$ cat src/rtl/axil_wb_pkg.sv
// Shared types for the AXI-lite read to Wishbone bridge: response codes and
// the abort/flush state encoding.
package axil_wb_pkg;

  typedef logic [1:0] axi_resp_t;

  localparam axi_resp_t RESP_OKAY   = 2'b00;
  localparam axi_resp_t RESP_SLVERR = 2'b10;

  typedef enum logic {ST_RUN, ST_FLUSH} state_t;

endpackage

$ cat src/rtl/sfifo_resp.sv
// Response FIFO: array storage with a registered read port feeding a
// first-word-fall-through output register. o_fill counts the output register too.
module sfifo_resp #(
  parameter int WIDTH = 34,
  parameter int LG    = 3
) (
  input  logic             i_clk,
  input  logic             i_reset,
  input  logic             i_wr,
  input  logic [WIDTH-1:0] i_wr_data,
  input  logic             i_rd_ready,
  output logic             o_rd_valid,
  output logic [WIDTH-1:0] o_rd_data,
  output logic [LG:0]      o_fill
);

  localparam int DEPTH = 1 << LG;

  logic [WIDTH-1:0] mem [DEPTH];
  logic [LG:0]      wr_ptr_reg;
  logic [LG:0]      rd_ptr_reg;
  logic [LG:0]      mem_cnt;
  logic             out_valid_reg;
  logic [WIDTH-1:0] out_data_reg;
  logic             load;

  assign mem_cnt = wr_ptr_reg - rd_ptr_reg;
  // Refill the output register whenever it is empty or being consumed.
  assign load    = (mem_cnt != '0) && (!out_valid_reg || i_rd_ready);

  always_ff @(posedge i_clk) begin
    if (i_wr)
      mem[wr_ptr_reg[LG-1:0]] <= i_wr_data;
  end

  always_ff @(posedge i_clk) begin
    if (i_reset) begin
      wr_ptr_reg    <= '0;
      rd_ptr_reg    <= '0;
      out_valid_reg <= 1'b0;
      out_data_reg  <= '0;
    end else begin
      if (i_wr)
        wr_ptr_reg <= wr_ptr_reg + (LG+1)'(1);
      if (load) begin
        rd_ptr_reg    <= rd_ptr_reg + (LG+1)'(1);
        out_data_reg  <= mem[rd_ptr_reg[LG-1:0]];
        out_valid_reg <= 1'b1;
      end else if (i_rd_ready) begin
        out_valid_reg <= 1'b0;
      end
    end
  end

  assign o_rd_valid = out_valid_reg;
  assign o_rd_data  = out_data_reg;
  assign o_fill     = mem_cnt + {{LG{1'b0}}, out_valid_reg};

endmodule

$ cat src/rtl/axil_rdq_wb_bridge.sv
// Pipelined AXI4-lite read channel to pipelined Wishbone bridge with in-order
// response buffering, error flush and optional bus watchdog.
module axil_rdq_wb_bridge
  import axil_wb_pkg::*;
#(
  parameter int C_AXI_DATA_WIDTH = 32,
  parameter int C_AXI_ADDR_WIDTH = 28,
  parameter int LGFIFO           = 3,
  parameter int LGTIMEOUT        = 0,
  localparam int DW = C_AXI_DATA_WIDTH,
  localparam int AW = C_AXI_ADDR_WIDTH - $clog2(C_AXI_DATA_WIDTH/8)
) (
  input  logic            i_clk,
  input  logic            i_reset,
  input  logic            i_axi_arvalid,
  output logic            o_axi_arready,
  input  logic [AW-1:0]   i_axi_araddr,
  input  logic [2:0]      i_axi_arprot,
  output logic            o_axi_rvalid,
  input  logic            i_axi_rready,
  output logic [DW-1:0]   o_axi_rdata,
  output logic [1:0]      o_axi_rresp,
  output logic            o_wb_cyc,
  output logic            o_wb_stb,
  output logic [AW-1:0]   o_wb_addr,
  output logic [DW/8-1:0] o_wb_sel,
  input  logic            i_wb_stall,
  input  logic            i_wb_ack,
  input  logic [DW-1:0]   i_wb_data,
  input  logic            i_wb_err
);

  localparam int DEPTH = 1 << LGFIFO;
  localparam int WDW   = (LGTIMEOUT > 0) ? LGTIMEOUT : 1;
  localparam logic [WDW-1:0] WD_MAX = WDW'((1 << LGTIMEOUT) - 1);

  state_t          state_reg, state_next;
  logic [LGFIFO:0] n_out_reg, n_out_next;
  logic            stb_reg, stb_next;
  logic [AW-1:0]   addr_reg, addr_next;
  logic [WDW-1:0]  wd_reg, wd_next;

  logic [LGFIFO:0] fill;
  logic            credit, ar_hs, cyc, bus_err, wd_expire;
  logic            push;
  logic [DW+1:0]   push_data;
  logic [DW+1:0]   rd_word;
  logic            unused_prot;

  assign unused_prot = &{1'b0, i_axi_arprot};

  // Outstanding reads plus buffered responses never exceed the FIFO depth,
  // so every response always has a slot waiting for it.
  assign credit = ({1'b0, n_out_reg} + {1'b0, fill}) < (LGFIFO+2)'(DEPTH);
  assign o_axi_arready = !i_reset && (state_reg == ST_RUN) && credit
                         && (!stb_reg || !i_wb_stall);
  assign ar_hs     = i_axi_arvalid && o_axi_arready;
  assign cyc       = (state_reg == ST_RUN) && (stb_reg || (n_out_reg != '0));
  assign bus_err   = cyc && i_wb_err;
  assign wd_expire = (LGTIMEOUT != 0) && cyc && !i_wb_ack && !i_wb_err
                     && (wd_reg == WD_MAX);

  always_comb begin
    state_next = state_reg;
    n_out_next = n_out_reg;
    stb_next   = stb_reg;
    addr_next  = addr_reg;
    push       = 1'b0;
    push_data  = {RESP_OKAY, i_wb_data};

    if (!cyc || i_wb_ack || i_wb_err)
      wd_next = '0;
    else
      wd_next = wd_reg + WDW'(1);

    case (state_reg)
      ST_RUN: begin
        if (ar_hs) begin
          stb_next  = 1'b1;
          addr_next = i_axi_araddr;
        end else if (!i_wb_stall) begin
          stb_next = 1'b0;
        end
        // An ack coincident with the error is answered by the flush instead.
        if (bus_err || wd_expire) begin
          state_next = ST_FLUSH;
          stb_next   = 1'b0;
        end else if (cyc && i_wb_ack) begin
          push = 1'b1;
        end
        n_out_next = n_out_reg + (LGFIFO+1)'(ar_hs) - (LGFIFO+1)'(push);
      end
      ST_FLUSH: begin
        stb_next = 1'b0;
        if (n_out_reg == '0) begin
          state_next = ST_RUN;
        end else if (fill < (LGFIFO+1)'(DEPTH)) begin
          push       = 1'b1;
          push_data  = {RESP_SLVERR, {DW{1'b0}}};
          n_out_next = n_out_reg - (LGFIFO+1)'(1);
          if (n_out_reg == (LGFIFO+1)'(1))
            state_next = ST_RUN;
        end
      end
      default: state_next = ST_RUN;
    endcase
  end

  always_ff @(posedge i_clk) begin
    if (i_reset) begin
      state_reg <= ST_RUN;
      n_out_reg <= '0;
      stb_reg   <= 1'b0;
      addr_reg  <= '0;
      wd_reg    <= '0;
    end else begin
      state_reg <= state_next;
      n_out_reg <= n_out_next;
      stb_reg   <= stb_next;
      addr_reg  <= addr_next;
      wd_reg    <= wd_next;
    end
  end

  sfifo_resp #(
    .WIDTH (DW + 2),
    .LG    (LGFIFO)
  ) u_resp_fifo (
    .i_clk      (i_clk),
    .i_reset    (i_reset),
    .i_wr       (push),
    .i_wr_data  (push_data),
    .i_rd_ready (i_axi_rready),
    .o_rd_valid (o_axi_rvalid),
    .o_rd_data  (rd_word),
    .o_fill     (fill)
  );

  assign o_axi_rresp = rd_word[DW+1:DW];
  assign o_axi_rdata = rd_word[DW-1:0];
  assign o_wb_cyc    = cyc;
  assign o_wb_stb    = stb_reg;
  assign o_wb_addr   = addr_reg;
  assign o_wb_sel    = '1;

endmodule
$ cat config.mk
export PLATFORM = sky130hd
export DESIGN_NAME = axil_rdq_wb_bridge
export DESIGN_NICKNAME = d
export VERILOG_FILES = /design/src/rtl/axil_wb_pkg.sv /design/src/rtl/sfifo_resp.sv /design/src/rtl/axil_rdq_wb_bridge.sv
export SDC_FILE = /design/constraint.sdc
export NUM_CORES = 1
export LEC_CHECK = 0
export BUFFER_PORTS_ARGS = -buffer_cell sky130_fd_sc_hd__buf_2
export CAP_MARGIN = 0
export CORE_ASPECT_RATIO = 1.2
export CORE_UTILIZATION = 50
export CTS_CLUSTER_DIAMETER = 80
export DETAILED_ROUTE_END_ITERATION = 10
export GPL_TIMING_DRIVEN = 0
export PLACE_DENSITY_LB_ADDON = 0.25
export SYNTH_ARGS = -nofsm -noshare
export SYNTH_HDL_FRONTEND = slang
export SYNTH_SLANG_ARGS = --single-unit
export TNS_END_PERCENT = 10
$ cat constraint.sdc
create_clock -name i_clk -period 15.91 [get_ports i_clk]
set_input_delay 1.591 -clock i_clk [delete_from_list [all_inputs] [get_ports i_clk]]
set_output_delay 1.591 -clock i_clk [all_outputs]
set_load 0.05 [all_outputs]
==> run_summary.xml, run 1 <==
<?xml version="1.0" encoding="UTF-8"?>
<metrics>
  <group name="status">
    <metric name="outcome" unit="">completed</metric>
  </group>
  <group name="synthesis">
    <metric name="synthArstFlopShare" unit="%">0</metric>
    <metric name="post_synth_inst_count" unit="">849</metric>
    <metric name="synth.most_common_cell" unit="">edfxtp_1</metric>
    <metric name="syn_area" unit="sq um">13400</metric>
    <metric name="synth_top_family_by_area" unit="">multiplexers</metric>
    <metric name="yosys_top_cell_area_share" unit="%">59.1</metric>
    <metric name="synth_area_per_cell" unit="sq um">15.8</metric>
    <metric name="synth_common_cells" unit="">edfxtp_1 (264), nand2_1 (132), dfxtp_1 (74), a21oi_1 (68), mux4_2 (66)</metric>
    <metric name="synth_fa_ha_area_share" unit="%">2.07</metric>
    <metric name="synthSimpleGateAreaFrac" unit="%">7.23</metric>
    <metric name="synth_area_leader_cell" unit="">edfxtp_1</metric>
    <metric name="synth_ff_type" unit="">edfxtp_1</metric>
    <metric name="synth_warnings" unit="">0</metric>
    <metric name="synth.top_cells.by_area" unit="">edfxtp_1 (59%), mux4_2 (11%), dfxtp_1 (11%)</metric>
    <metric name="yosys-mux-area-fraction" unit="%">11.5</metric>
    <metric name="synth_compound_area_share" unit="%">5.95</metric>
    <metric name="yosysUniqueCellTypes" unit="">52</metric>
    <metric name="synth_xor_area_share" unit="%">0.569</metric>
    <metric name="ys_seq_area_share" unit="%">70.2</metric>
    <metric name="synth_edf_count" unit="">264</metric>
    <metric name="synth_seq_cells" unit="">338</metric>
  </group>
  <group name="clock_network">
    <metric name="cts_inserted_buffers" unit="">34</metric>
    <metric name="cts-htree-levels" unit="">2</metric>
    <metric name="worst_skew_pair.late_latency" unit="ns">0.51</metric>
    <metric name="ctsResizeCount" unit="">0</metric>
    <metric name="cts_root_buf" unit="">clkbuf_16</metric>
    <metric name="cts_num_sinks" unit="">338</metric>
    <metric name="cts_tree" unit="">done</metric>
    <metric name="cts.reportedPaths.clkPinSlew" unit="ns">0.06</metric>
    <metric name="cts_max_path_buffers" unit="">3</metric>
    <metric name="ctsHoldBuffers" unit="">0</metric>
    <metric name="cts_post_setup_buffers_inserted" unit="">0</metric>
  </group>
  <group name="flow_run">
    <metric name="cap_violations" unit="">0</metric>
  </group>
  <group name="die">
    <metric name="core_footprint" unit="sq um">26400</metric>
    <metric name="die-width" unit="um">151</metric>
    <metric name="io_pins" unit="">136</metric>
    <metric name="initial_core_util" unit="%">50.9</metric>
    <metric name="design.die.area" unit="sq um">27500</metric>
    <metric name="fp-row-count" unit="">65</metric>
    <metric name="chipHeight" unit="um">181</metric>
  </group>
  <group name="global_routing">
    <metric name="antenna_violations_before_repair" unit="">0</metric>
    <metric name="grt_pass1_wl" unit="um">45200</metric>
    <metric name="total_global_routing_overflow" unit="">0</metric>
    <metric name="grt_pass1_vias" unit="">7791</metric>
    <metric name="grt_start_max_net_pins" unit="">16</metric>
    <metric name="grt_resource_usage_total" unit="%">22.3</metric>
  </group>
  <group name="layout">
    <metric name="design.final.nets" unit="">1142</metric>
    <metric name="nFillCells" unit="">2020</metric>
    <metric name="finalInstanceArea" unit="sq um">15900</metric>
    <metric name="multi_input_area" unit="sq um">3740</metric>
    <metric name="antenna_cells_inserted" unit="">0</metric>
    <metric name="fraction_of_final_layout_cells_with_drive_strength_greater_than_1" unit="%">28.8</metric>
    <metric name="areaGrowthSynthToFinish" unit="%">19.0</metric>
    <metric name="regArea" unit="sq um">9410</metric>
    <metric name="largest_reg_flops" unit="">264</metric>
    <metric name="utilization" unit="%">60.5</metric>
  </group>
  <group name="drt">
    <metric name="violation_count_after_the_first_detailed_routing_iteration" unit="">634</metric>
    <metric name="drt-vias-per-instance" unit="">5.59</metric>
    <metric name="drt-total-wl" unit="um">29700</metric>
    <metric name="ant_nets" unit="">0</metric>
    <metric name="drcViolationCount" unit="">0</metric>
    <metric name="detailedRoute.firstPassIterationCount" unit="">5</metric>
    <metric name="num_vias" unit="">7902</metric>
    <metric name="wl_per_cell" unit="um">21.0</metric>
  </group>
  <group name="placed_design">
    <metric name="routabilityCongestion" unit="">0.787</metric>
    <metric name="detailed_place_hpwl" unit="um">20100</metric>
    <metric name="dp_worst_setup_slack" unit="ns">9.53</metric>
    <metric name="portBuffers" unit="">126</metric>
    <metric name="placedInstanceArea" unit="sq um">14900</metric>
  </group>
  <group name="setup_path">
    <metric name="rr_endpoint" unit="">n_out_reg[1]</metric>
    <metric name="timing.critical_path.max_delay_family" unit="">buffers and inverters</metric>
    <metric name="r2r_slack" unit="ns">9.47</metric>
    <metric name="critical_path_buffer_and_inverter_count" unit="">6</metric>
    <metric name="rr_startpoint" unit="">u_resp_fifo.rd_ptr_reg[2]</metric>
    <metric name="timing.reg2reg.worst_path_depth" unit="">23</metric>
    <metric name="path_class" unit="">reg2out</metric>
    <metric name="wp_data_arrival" unit="ns">5.19</metric>
    <metric name="cpPeakStageDelay" unit="ns">0.66</metric>
    <metric name="crit_path_max_fanout" unit="">10</metric>
    <metric name="critical_path.startpoint_type" unit="">flop</metric>
    <metric name="critical_path.cell_chain" unit="">clkbuf_1 &gt; buf_1 &gt; clkbuf_1 &gt; inv_1 &gt; ha_1 &gt; xor2_2 &gt; and3_1 &gt; xor3_2 &gt; inv_4 &gt; ha_1 &gt; a211o_1 &gt; a2111oi_1 &gt; buf_2</metric>
    <metric name="timing.critical_path.to_type" unit="">output pin</metric>
    <metric name="crit_required" unit="ns">14.32</metric>
    <metric name="cp_slowest_cell" unit="">buf_1</metric>
  </group>
  <group name="timing">
    <metric name="timing.final.crit_share" unit="%">42.6</metric>
    <metric name="report.final.slew_viol_count" unit="">0</metric>
    <metric name="max_slew.worst_pin.slew" unit="ns">1.03</metric>
    <metric name="setup_repair_after_global_routing_missed_its_margin" unit="">no</metric>
    <metric name="finalClockSkew" unit="ns">0.0201</metric>
    <metric name="worst_slack" unit="ns">9.13</metric>
    <metric name="period_needed" unit="ns">6.78</metric>
    <metric name="slew_headroom" unit="%">30.9</metric>
    <metric name="timing_hold_violations_final" unit="">0</metric>
    <metric name="final-setup-viol-count" unit="">0</metric>
    <metric name="clock.fmax" unit="MHz">148</metric>
    <metric name="final.setup.tns" unit="ns">0</metric>
  </group>
  <group name="hold_path">
    <metric name="hold_end" unit="">o_wb_addr[11]</metric>
    <metric name="timing.hold.worst.class" unit="">reg2reg</metric>
    <metric name="worstHoldStart" unit="">o_wb_addr[11]</metric>
    <metric name="worstHoldPathCells" unit="">2</metric>
  </group>
  <group name="power">
    <metric name="pint" unit="mW">1.89</metric>
    <metric name="power.density" unit="nW/um^2">184</metric>
    <metric name="total_leakage_power" unit="nW">5.65</metric>
    <metric name="switching_power" unit="mW">1.04</metric>
    <metric name="clockPowerShare" unit="%">26.1</metric>
    <metric name="vdd_ir_drop_max" unit="uV">75.0</metric>
    <metric name="power.share.switching" unit="%">35.6</metric>
    <metric name="comb_power_share" unit="%">34.6</metric>
    <metric name="total_power" unit="mW">2.93</metric>
    <metric name="sequentialPowerShare" unit="%">39.3</metric>
  </group>
</metrics>
## worst register-to-register path: stages, from the launching register on
cell	delay, ns
dfxtp_1	0.31
clkbuf_1	0.29
buf_1	0.66
clkbuf_1	0.58
inv_1	0.15
ha_1	0.39
xor2_2	0.18
and3_1	0.21
xor3_2	0.46
inv_4	0.14
ha_1	0.24
a211o_1	0.24
a2111oi_1	0.49
and2_1	0.23
inv_2	0.09
buf_1	0.25
ha_1	0.35
inv_1	0.04
ha_1	0.18
inv_1	0.07
fa_1	0.39
o21ai_0	0.19
o21ai_0	0.11
a21oi_1	0.14
## routing by layer
metal / global-route usage, % / part of all wire [%] / routed length (um)
met1: 30.0 / 41 / 12200
met2: 36.6 / 49 / 14700
met3: 3.39 / 6.5 / 1940
met4: 8.48 / 3.1 / 929
met5: 0 / 0 / 0
## cell families (layout without fill, tap and decap cells)
family	Yosys count	in the layout
flops	338	338
simple gates	210	210
compound gates	124	124
buf+inv	77	303
mux	71	71
fa+ha+maj	21	21
xor+xnor	6	6
other cells	2	5
## per-stage QoR
step / instances / hold slack [ns]
after detailed placement: 1352 / 0.444
after floorplan: 852 / 0.494
after global routing: 1413 / 0.473
after CTS: 1413 / 0.452
final: 1413 / 0.449
after global placement: 1313 / 0.438
## worst max-delay path by stage
stage               cells after the start                endpoint                       from  slack (ns)
floorplan                              23            n_out_reg[1]  u_resp_fifo.rd_ptr_reg[2]        9.19
global placement                       10  u_resp_fifo.mem[4][20]  u_resp_fifo.rd_ptr_reg[2]        4.77
detailed placement                     23            n_out_reg[1]  u_resp_fifo.rd_ptr_reg[2]        9.53
CTS                                    13           o_axi_arready  u_resp_fifo.rd_ptr_reg[2]        9.09
global route                           13           o_axi_arready  u_resp_fifo.rd_ptr_reg[2]        8.78
finish                                 13           o_axi_arready  u_resp_fifo.rd_ptr_reg[2]        9.13
## layout make-up
| class | instances | area share, % |
|---|---|---|
| flip-flops and latches | 338 | 59.0 |
| multi-input cells | 437 | 23.4 |
| repair buffers | 165 | 6.21 |
| clock buffers | 45 | 5.85 |
| well taps | 335 | 2.63 |
| plain buffers | 60 | 1.64 |
| clock inverters | 16 | 0.816 |
| inverters | 17 | 0.416 |
## power by group through the flow
stage                     combinational (mW)  sequential (mW)  clock [mW]
after floorplan                        0.568             1.33           0
after detailed placement                1.02             1.17           0
after global placement                 0.985             1.18           0
final                                   1.01             1.15       0.766
after global routing                    1.11             1.16       0.814
after CTS                               1.03             1.15       0.779
## cell usage in the layout, fill, tap and decap left out, types with 5 or more instances in the layout
cell type / n
nor2_1: 11
nand2_1: 132
clkbuf_1: 50
and2_1: 35
buf_4: 32
a311oi_1: 36
buf_2: 134
edfxtp_1: 264
clkbuf_16: 35
conb_1: 5
mux4_2: 66
clkinv_1: 8
buf_6: 10
a21oi_1: 68
ha_1: 19
inv_1: 14
o21ai_0: 7
dfxtp_1: 74
No activity file was read; power rests on OpenSTA's default activity.
==> run 2: changes to the inputs <==
- clock period: 15.91 -> 5.8 ns (I/O delays scaled with it)
==> run_summary.xml, run 2 (synthesized netlist as in run 1, its figures left out) <==
<?xml version="1.0" encoding="UTF-8"?>
<metrics>
  <group name="status">
    <metric name="outcome" unit="">completed</metric>
  </group>
  <group name="clock_network">
    <metric name="ctsHoldBuffers" unit="">0</metric>
    <metric name="worst_skew_pair.late_latency" unit="ns">0.51</metric>
    <metric name="cts_num_sinks" unit="">338</metric>
    <metric name="cts.reportedPaths.clkPinSlew" unit="ns">0.06</metric>
    <metric name="cts_post_setup_buffers_inserted" unit="">0</metric>
    <metric name="cts_max_path_buffers" unit="">3</metric>
    <metric name="cts_inserted_buffers" unit="">34</metric>
    <metric name="cts-htree-levels" unit="">2</metric>
    <metric name="cts_root_buf" unit="">clkbuf_16</metric>
    <metric name="cts_tree" unit="">done</metric>
  </group>
  <group name="timing">
    <metric name="clock.fmax" unit="MHz">183</metric>
    <metric name="timing_hold_violations_final" unit="">0</metric>
    <metric name="period_needed" unit="ns">5.47</metric>
    <metric name="slew_headroom" unit="%">30.2</metric>
    <metric name="final.setup.tns" unit="ns">0</metric>
    <metric name="max_slew.worst_pin.slew" unit="ns">1.04</metric>
    <metric name="final-setup-viol-count" unit="">0</metric>
    <metric name="setup_repair_after_global_routing_missed_its_margin" unit="">no</metric>
    <metric name="finalClockSkew" unit="ns">0.0114</metric>
    <metric name="report.final.slew_viol_count" unit="">0</metric>
    <metric name="timing.final.crit_share" unit="%">94.3</metric>
  </group>
  <group name="drt">
    <metric name="drt-vias-per-instance" unit="">5.72</metric>
    <metric name="violation_count_after_the_first_detailed_routing_iteration" unit="">669</metric>
    <metric name="num_vias" unit="">8077</metric>
    <metric name="drcViolationCount" unit="">0</metric>
    <metric name="detailedRoute.firstPassIterationCount" unit="">5</metric>
    <metric name="ant_nets" unit="">0</metric>
    <metric name="wl_per_cell" unit="um">21.4</metric>
    <metric name="drt-total-wl" unit="um">30200</metric>
  </group>
  <group name="die">
    <metric name="die-width" unit="um">151</metric>
    <metric name="design.die.area" unit="sq um">27500</metric>
    <metric name="fp-row-count" unit="">65</metric>
    <metric name="chipHeight" unit="um">181</metric>
    <metric name="initial_core_util" unit="%">50.9</metric>
    <metric name="io_pins" unit="">136</metric>
    <metric name="core_footprint" unit="sq um">26400</metric>
  </group>
  <group name="global_routing">
    <metric name="total_global_routing_overflow" unit="">0</metric>
    <metric name="grt_start_max_net_pins" unit="">20</metric>
    <metric name="antenna_violations_before_repair" unit="">0</metric>
    <metric name="grt_pass1_vias" unit="">7865</metric>
    <metric name="grt_pass1_wl" unit="um">45900</metric>
    <metric name="grt_resource_usage_total" unit="%">22.8</metric>
  </group>
  <group name="layout">
    <metric name="largest_reg_flops" unit="">264</metric>
    <metric name="fraction_of_final_layout_cells_with_drive_strength_greater_than_1" unit="%">29.5</metric>
    <metric name="areaGrowthSynthToFinish" unit="%">18.8</metric>
    <metric name="multi_input_area" unit="sq um">3760</metric>
    <metric name="layout.cells.most_common" unit="">edfxtp_1</metric>
    <metric name="design.final.nets" unit="">1141</metric>
    <metric name="antenna_cells_inserted" unit="">0</metric>
    <metric name="nFillCells" unit="">2035</metric>
    <metric name="regArea" unit="sq um">9410</metric>
    <metric name="final_cell_mix" unit="">edfxtp_1 (264), buf_2 (134), nand2_1 (132)</metric>
  </group>
  <group name="power">
    <metric name="total_leakage_power" unit="nW">5.66</metric>
    <metric name="power.density" unit="nW/um^2">503</metric>
    <metric name="vdd_ir_drop_max" unit="uV">253</metric>
    <metric name="total_power" unit="mW">8.02</metric>
  </group>
  <group name="setup_path">
    <metric name="worst_setup_path_startpoint" unit="">u_resp_fifo.rd_ptr_reg[1]</metric>
    <metric name="wp_data_arrival" unit="ns">5.90</metric>
    <metric name="crit_path_max_fanout" unit="">17</metric>
    <metric name="crit_required" unit="ns">6.23</metric>
    <metric name="timing.critical_path.to_type" unit="">flop</metric>
    <metric name="critical_path.startpoint_type" unit="">flop</metric>
    <metric name="path_class" unit="">reg2reg</metric>
    <metric name="rr_startpoint" unit="">u_resp_fifo.rd_ptr_reg[1]</metric>
  </group>
  <group name="flow_run">
    <metric name="cap_violations" unit="">0</metric>
  </group>
  <group name="placed_design">
    <metric name="detailed_place_hpwl" unit="um">20300</metric>
    <metric name="portBuffers" unit="">126</metric>
    <metric name="routabilityCongestion" unit="">0.788</metric>
  </group>
  <group name="hold_path">
    <metric name="worstHoldStart" unit="">i_axi_araddr[23]</metric>
    <metric name="timing.hold.worst.class" unit="">in2reg</metric>
  </group>
</metrics>
run 2: cell types whose count changed in the layout (fill, tap and decap cells not counted), sizes merged:
cell | previous run | this run
bufinv | 2 | 0
clkbuf | 87 | 90
clkinvlp | 2 | 0
run 2: worst max-delay path, cell delays in order, from the launching register on:
cell and delay (ns):
dfxtp_1 0.34, clkbuf_2 0.27, clkinv_2 0.37, fa_1 0.56
xor2_2 0.21, and3_1 0.20, xor3_2 0.46, inv_4 0.14
ha_1 0.24, a211o_1 0.27, a2111oi_4 0.30, and2_1 0.20
inv_2 0.09, buf_1 0.25, ha_1 0.35, inv_1 0.04
ha_1 0.19, inv_1 0.07, fa_1 0.39, o21ai_0 0.20
o21ai_0 0.12, a21oi_1 0.14
run 2: path summary, 6_finish.rpt:
path | depth (start not counted) | end | slack, ns
worst max-delay path | 21 | n_out_reg[1] | 0.33
worst min-delay path | 3 | o_wb_addr[23] | 0.31
worst max register to register | 21 | n_out_reg[1] | 0.33
worst min register to register | 2 | o_wb_addr[22] | 0.45
run 2: timing repair:
item | in CTS | in global routing
hold endpoints to repair | 0 | 0
setup endpoints to repair | 3 | 3
gates cloned | 0 | 0
gates resized for setup | 3 | 1
run 2: cell type report:
cell class,instances,share of cell area [%]
clock inverters,12,0.408
multi-input cells,437,23.6
plain buffers,58,1.63
inverters,17,0.424
well taps,335,2.63
repair buffers,166,6.27
clock buffers,49,6.02
flip-flops and latches,338,59.1
run 2: metal layers:
layer,vias up,wire length [um],track usage [%],part of all wire [%]
met5,-,0,0,0
met4,0,800,6.96,2.7
met3,58,2090,3.22,6.9
met2,347,15100,38.6,50
met1,4019,12200,30.3,40
li1,3653,-,-,-
run 2: metrics by stage:
step           hold WS, ns  utilization, %  std cells  instance area [sq um]  setup WS (ns)
3_5_place_dp         0.444            56.6       1353                  14900         -0.373
3_3_place_gp         0.439            55.0       1313                  14500          -5.51
6_report             0.311            60.5       1412                  15900          0.332
5_1_grt              0.310            60.5       1412                  15900         0.0187
2_1_floorplan        0.494               -        852                  13400         -0.709
4_1_cts              0.299            60.5       1413                  15900          0.117
run 2: power by group:
group          leakage (nW)  total [mW]  internal [mW]  switching (mW)
Clock                 0.509        2.03           1.15           0.873
Combinational          2.15        2.83          0.954            1.88
Sequential             3.00        3.16           3.02           0.143
Total                  5.66        8.02           5.12            2.89
==> run 3: changes to the inputs <==
- CORE_ASPECT_RATIO: 1.2 -> 1.75
==> run_summary.xml, run 3 (synthesized netlist as in run 1, its figures left out) <==
<?xml version="1.0" encoding="UTF-8"?>
<metrics>
  <group name="setup_path">
    <metric name="timing.critical_path.max_delay_family" unit="">adder cells</metric>
    <metric name="r2r_slack" unit="ns">0.38</metric>
    <metric name="worst_setup_path_startpoint" unit="">u_resp_fifo.wr_ptr_reg[0]</metric>
    <metric name="crit_required" unit="ns">6.29</metric>
    <metric name="rr_endpoint" unit="">n_out_reg[1]</metric>
    <metric name="worstSetupEndpoint" unit="">n_out_reg[1]</metric>
    <metric name="wp_data_arrival" unit="ns">5.91</metric>
    <metric name="critical_path_buffer_and_inverter_count" unit="">8</metric>
    <metric name="critical_path.cell_chain" unit="">clkbuf_2 &gt; inv_1 &gt; ha_1 &gt; inv_1 &gt; fa_1 &gt; xor2_2 &gt; and3_1 &gt; xor3_2 &gt; inv_4 &gt; ha_1 &gt; a211o_1 &gt; a2111oi_4 &gt; and2_1 &gt; inv_2 &gt; buf_1 &gt; ha_1 &gt; inv_1 &gt; ha_1 &gt; inv_1 &gt; fa_1 &gt; o21ai_0 &gt; o21ai_0 &gt; a21oi_1</metric>
    <metric name="path_class" unit="">reg2reg</metric>
    <metric name="critical_path.startpoint_type" unit="">flop</metric>
    <metric name="cpPeakStageDelay" unit="ns">0.46</metric>
    <metric name="cp_slowest_cell" unit="">fa_1</metric>
    <metric name="timing.critical_path.to_type" unit="">flop</metric>
    <metric name="rr_startpoint" unit="">u_resp_fifo.wr_ptr_reg[0]</metric>
    <metric name="timing.reg2reg.worst_path_depth" unit="">23</metric>
    <metric name="crit_path_max_fanout" unit="">10</metric>
    <metric name="worstSetupPathDepth" unit="">23</metric>
  </group>
  <group name="layout">
    <metric name="utilization" unit="%">59.8</metric>
    <metric name="largest_reg_flops" unit="">264</metric>
    <metric name="design.final.nets" unit="">1135</metric>
    <metric name="areaGrowthSynthToFinish" unit="%">18.2</metric>
    <metric name="fraction_of_final_layout_cells_with_drive_strength_greater_than_1" unit="%">29.3</metric>
    <metric name="finalInstanceArea" unit="sq um">15800</metric>
    <metric name="final_cell_mix" unit="">edfxtp_1 (264), buf_2 (134), nand2_1 (132)</metric>
    <metric name="layout.cells.most_common" unit="">edfxtp_1</metric>
    <metric name="antenna_cells_inserted" unit="">0</metric>
  </group>
  <group name="drt">
    <metric name="detailedRoute.firstPassIterationCount" unit="">8</metric>
    <metric name="wl_per_cell" unit="um">21.2</metric>
    <metric name="drt-total-wl" unit="um">29500</metric>
    <metric name="violation_count_after_the_first_detailed_routing_iteration" unit="">550</metric>
    <metric name="drt-vias-per-instance" unit="">5.68</metric>
    <metric name="num_vias" unit="">7906</metric>
    <metric name="ant_nets" unit="">0</metric>
    <metric name="drcViolationCount" unit="">2</metric>
  </group>
  <group name="placed_design">
    <metric name="portBuffers" unit="">126</metric>
    <metric name="routabilityCongestion" unit="">0.745</metric>
    <metric name="placedInstanceArea" unit="sq um">14900</metric>
    <metric name="detailed_place_hpwl" unit="um">20400</metric>
    <metric name="dp_worst_setup_slack" unit="ns">-0.442</metric>
  </group>
  <group name="timing">
    <metric name="report.final.slew_viol_count" unit="">0</metric>
    <metric name="timing_hold_violations_final" unit="">0</metric>
    <metric name="setup_repair_after_global_routing_missed_its_margin" unit="">no</metric>
    <metric name="timing.final.crit_share" unit="%">93.4</metric>
    <metric name="clock.fmax" unit="MHz">185</metric>
    <metric name="worst_slack" unit="ns">0.382</metric>
    <metric name="slew_headroom" unit="%">28.4</metric>
    <metric name="period_needed" unit="ns">5.42</metric>
    <metric name="finalClockSkew" unit="ns">0.0156</metric>
    <metric name="max_slew.worst_pin.slew" unit="ns">1.06</metric>
    <metric name="final-setup-viol-count" unit="">0</metric>
    <metric name="worst_hold_margin" unit="ns">0.239</metric>
  </group>
  <group name="die">
    <metric name="design.die.area" unit="sq um">27500</metric>
    <metric name="io_pins" unit="">136</metric>
    <metric name="chipHeight" unit="um">219</metric>
    <metric name="core_footprint" unit="sq um">26500</metric>
    <metric name="fp-row-count" unit="">79</metric>
    <metric name="die-width" unit="um">126</metric>
    <metric name="initial_core_util" unit="%">50.6</metric>
  </group>
  <group name="power">
    <metric name="total_leakage_power" unit="nW">5.61</metric>
    <metric name="power.density" unit="nW/um^2">499</metric>
    <metric name="switching_power" unit="mW">2.84</metric>
    <metric name="sequentialPowerShare" unit="%">39.9</metric>
    <metric name="power.share.switching" unit="%">35.9</metric>
    <metric name="comb_power_share" unit="%">35.6</metric>
    <metric name="clockPowerShare" unit="%">24.5</metric>
    <metric name="total_power" unit="mW">7.91</metric>
    <metric name="pint" unit="mW">5.07</metric>
    <metric name="vdd_ir_drop_max" unit="uV">353</metric>
  </group>
  <group name="flow_run">
    <metric name="cap_violations" unit="">0</metric>
  </group>
  <group name="global_routing">
    <metric name="antenna_violations_before_repair" unit="">0</metric>
    <metric name="total_global_routing_overflow" unit="">0</metric>
    <metric name="grt_start_max_net_pins" unit="">20</metric>
    <metric name="grt_resource_usage_total" unit="%">22.1</metric>
    <metric name="grt_pass1_wl" unit="um">45100</metric>
    <metric name="grt_pass1_vias" unit="">7934</metric>
  </group>
  <group name="hold_path">
    <metric name="timing.hold.worst.class" unit="">in2reg</metric>
    <metric name="worstHoldStart" unit="">i_wb_err</metric>
  </group>
  <group name="status">
    <metric name="failing_checks" unit="">design-rule violations</metric>
    <metric name="outcome" unit="">complete, but fails checks</metric>
  </group>
  <group name="clock_network">
    <metric name="cts_max_path_buffers" unit="">3</metric>
    <metric name="cts_post_setup_buffers_inserted" unit="">0</metric>
    <metric name="cts_inserted_buffers" unit="">29</metric>
    <metric name="cts.reportedPaths.clkPinSlew" unit="ns">0.07</metric>
    <metric name="cts-htree-levels" unit="">1</metric>
    <metric name="worst_skew_pair.late_latency" unit="ns">0.56</metric>
    <metric name="ctsHoldBuffers" unit="">0</metric>
    <metric name="cts_root_buf" unit="">clkbuf_16</metric>
    <metric name="cts_tree" unit="">done</metric>
    <metric name="cts_num_sinks" unit="">338</metric>
  </group>
</metrics>
==> run 3: changes by cell type in the layout (fill, tap and decap cells not counted), sizes merged <==
cell,delta
clkinvlp,+2
bufinv,+3
clkbuf,-9
clkinv,-7
inv,+2
==> run 3: area by class of cell <==
| type | instances | area (sq um) |
|---|---|---|
| plain buffers | 58 | 264 |
| flip-flops and latches | 338 | 9410 |
| multi-input cells | 437 | 3760 |
| well taps | 324 | 405 |
| clock inverters | 12 | 146 |
| clock buffers | 41 | 801 |
| repair buffers | 165 | 998 |
| inverters | 17 | 68.8 |
| fillers | 2020 | 10600 |
==> run 3: stage by stage <==
stage / cells / TNS (ns)
5_1_grt: 1392 / 0
2_1_floorplan: 852 / -112.15
3_5_place_dp: 1341 / -0.984
4_1_cts: 1393 / 0
3_3_place_gp: 1302 / -1140.29
6_report: 1392 / 0
==> run 3: per-layer routing <==
| layer | global-route usage, % | part of all wire (%) |
|---|---|---|
| met1 | 26.6 | 38 |
| met4 | 8.84 | 3.2 |
| met3 | 2.82 | 5.3 |
| met5 | 0 | 0 |
| met2 | 40.2 | 53 |
==> run 3: worst min path at each step <==
| stage | end | cells past startpoint |
|---|---|---|
| after floorplan | n_out_reg[3] | 2 |
| final | o_wb_stb | 2 |
| after detailed placement | o_wb_addr[0] | 2 |
| after global routing | o_wb_stb | 2 |
| after CTS | o_wb_stb | 2 |
| after global placement | o_wb_addr[13] | 2 |
==> run 3: timing repair <==
action / in CTS / in global routing
hold endpoints to repair: 0 / 0
endpoints found under the setup margin: 3 / 2
gates resized for setup: 3 / 6
==> run 3: power groups by stage <==
stage | clock, mW | combinational (mW) | sequential, mW
5_1_grt | 2.06 | 3.06 | 3.18
6_report | 1.94 | 2.81 | 3.16
3_3_place_gp | 0 | 2.73 | 3.23
2_1_floorplan | 0 | 1.59 | 3.66
3_5_place_dp | 0 | 2.85 | 3.21
4_1_cts | 1.97 | 2.85 | 3.16
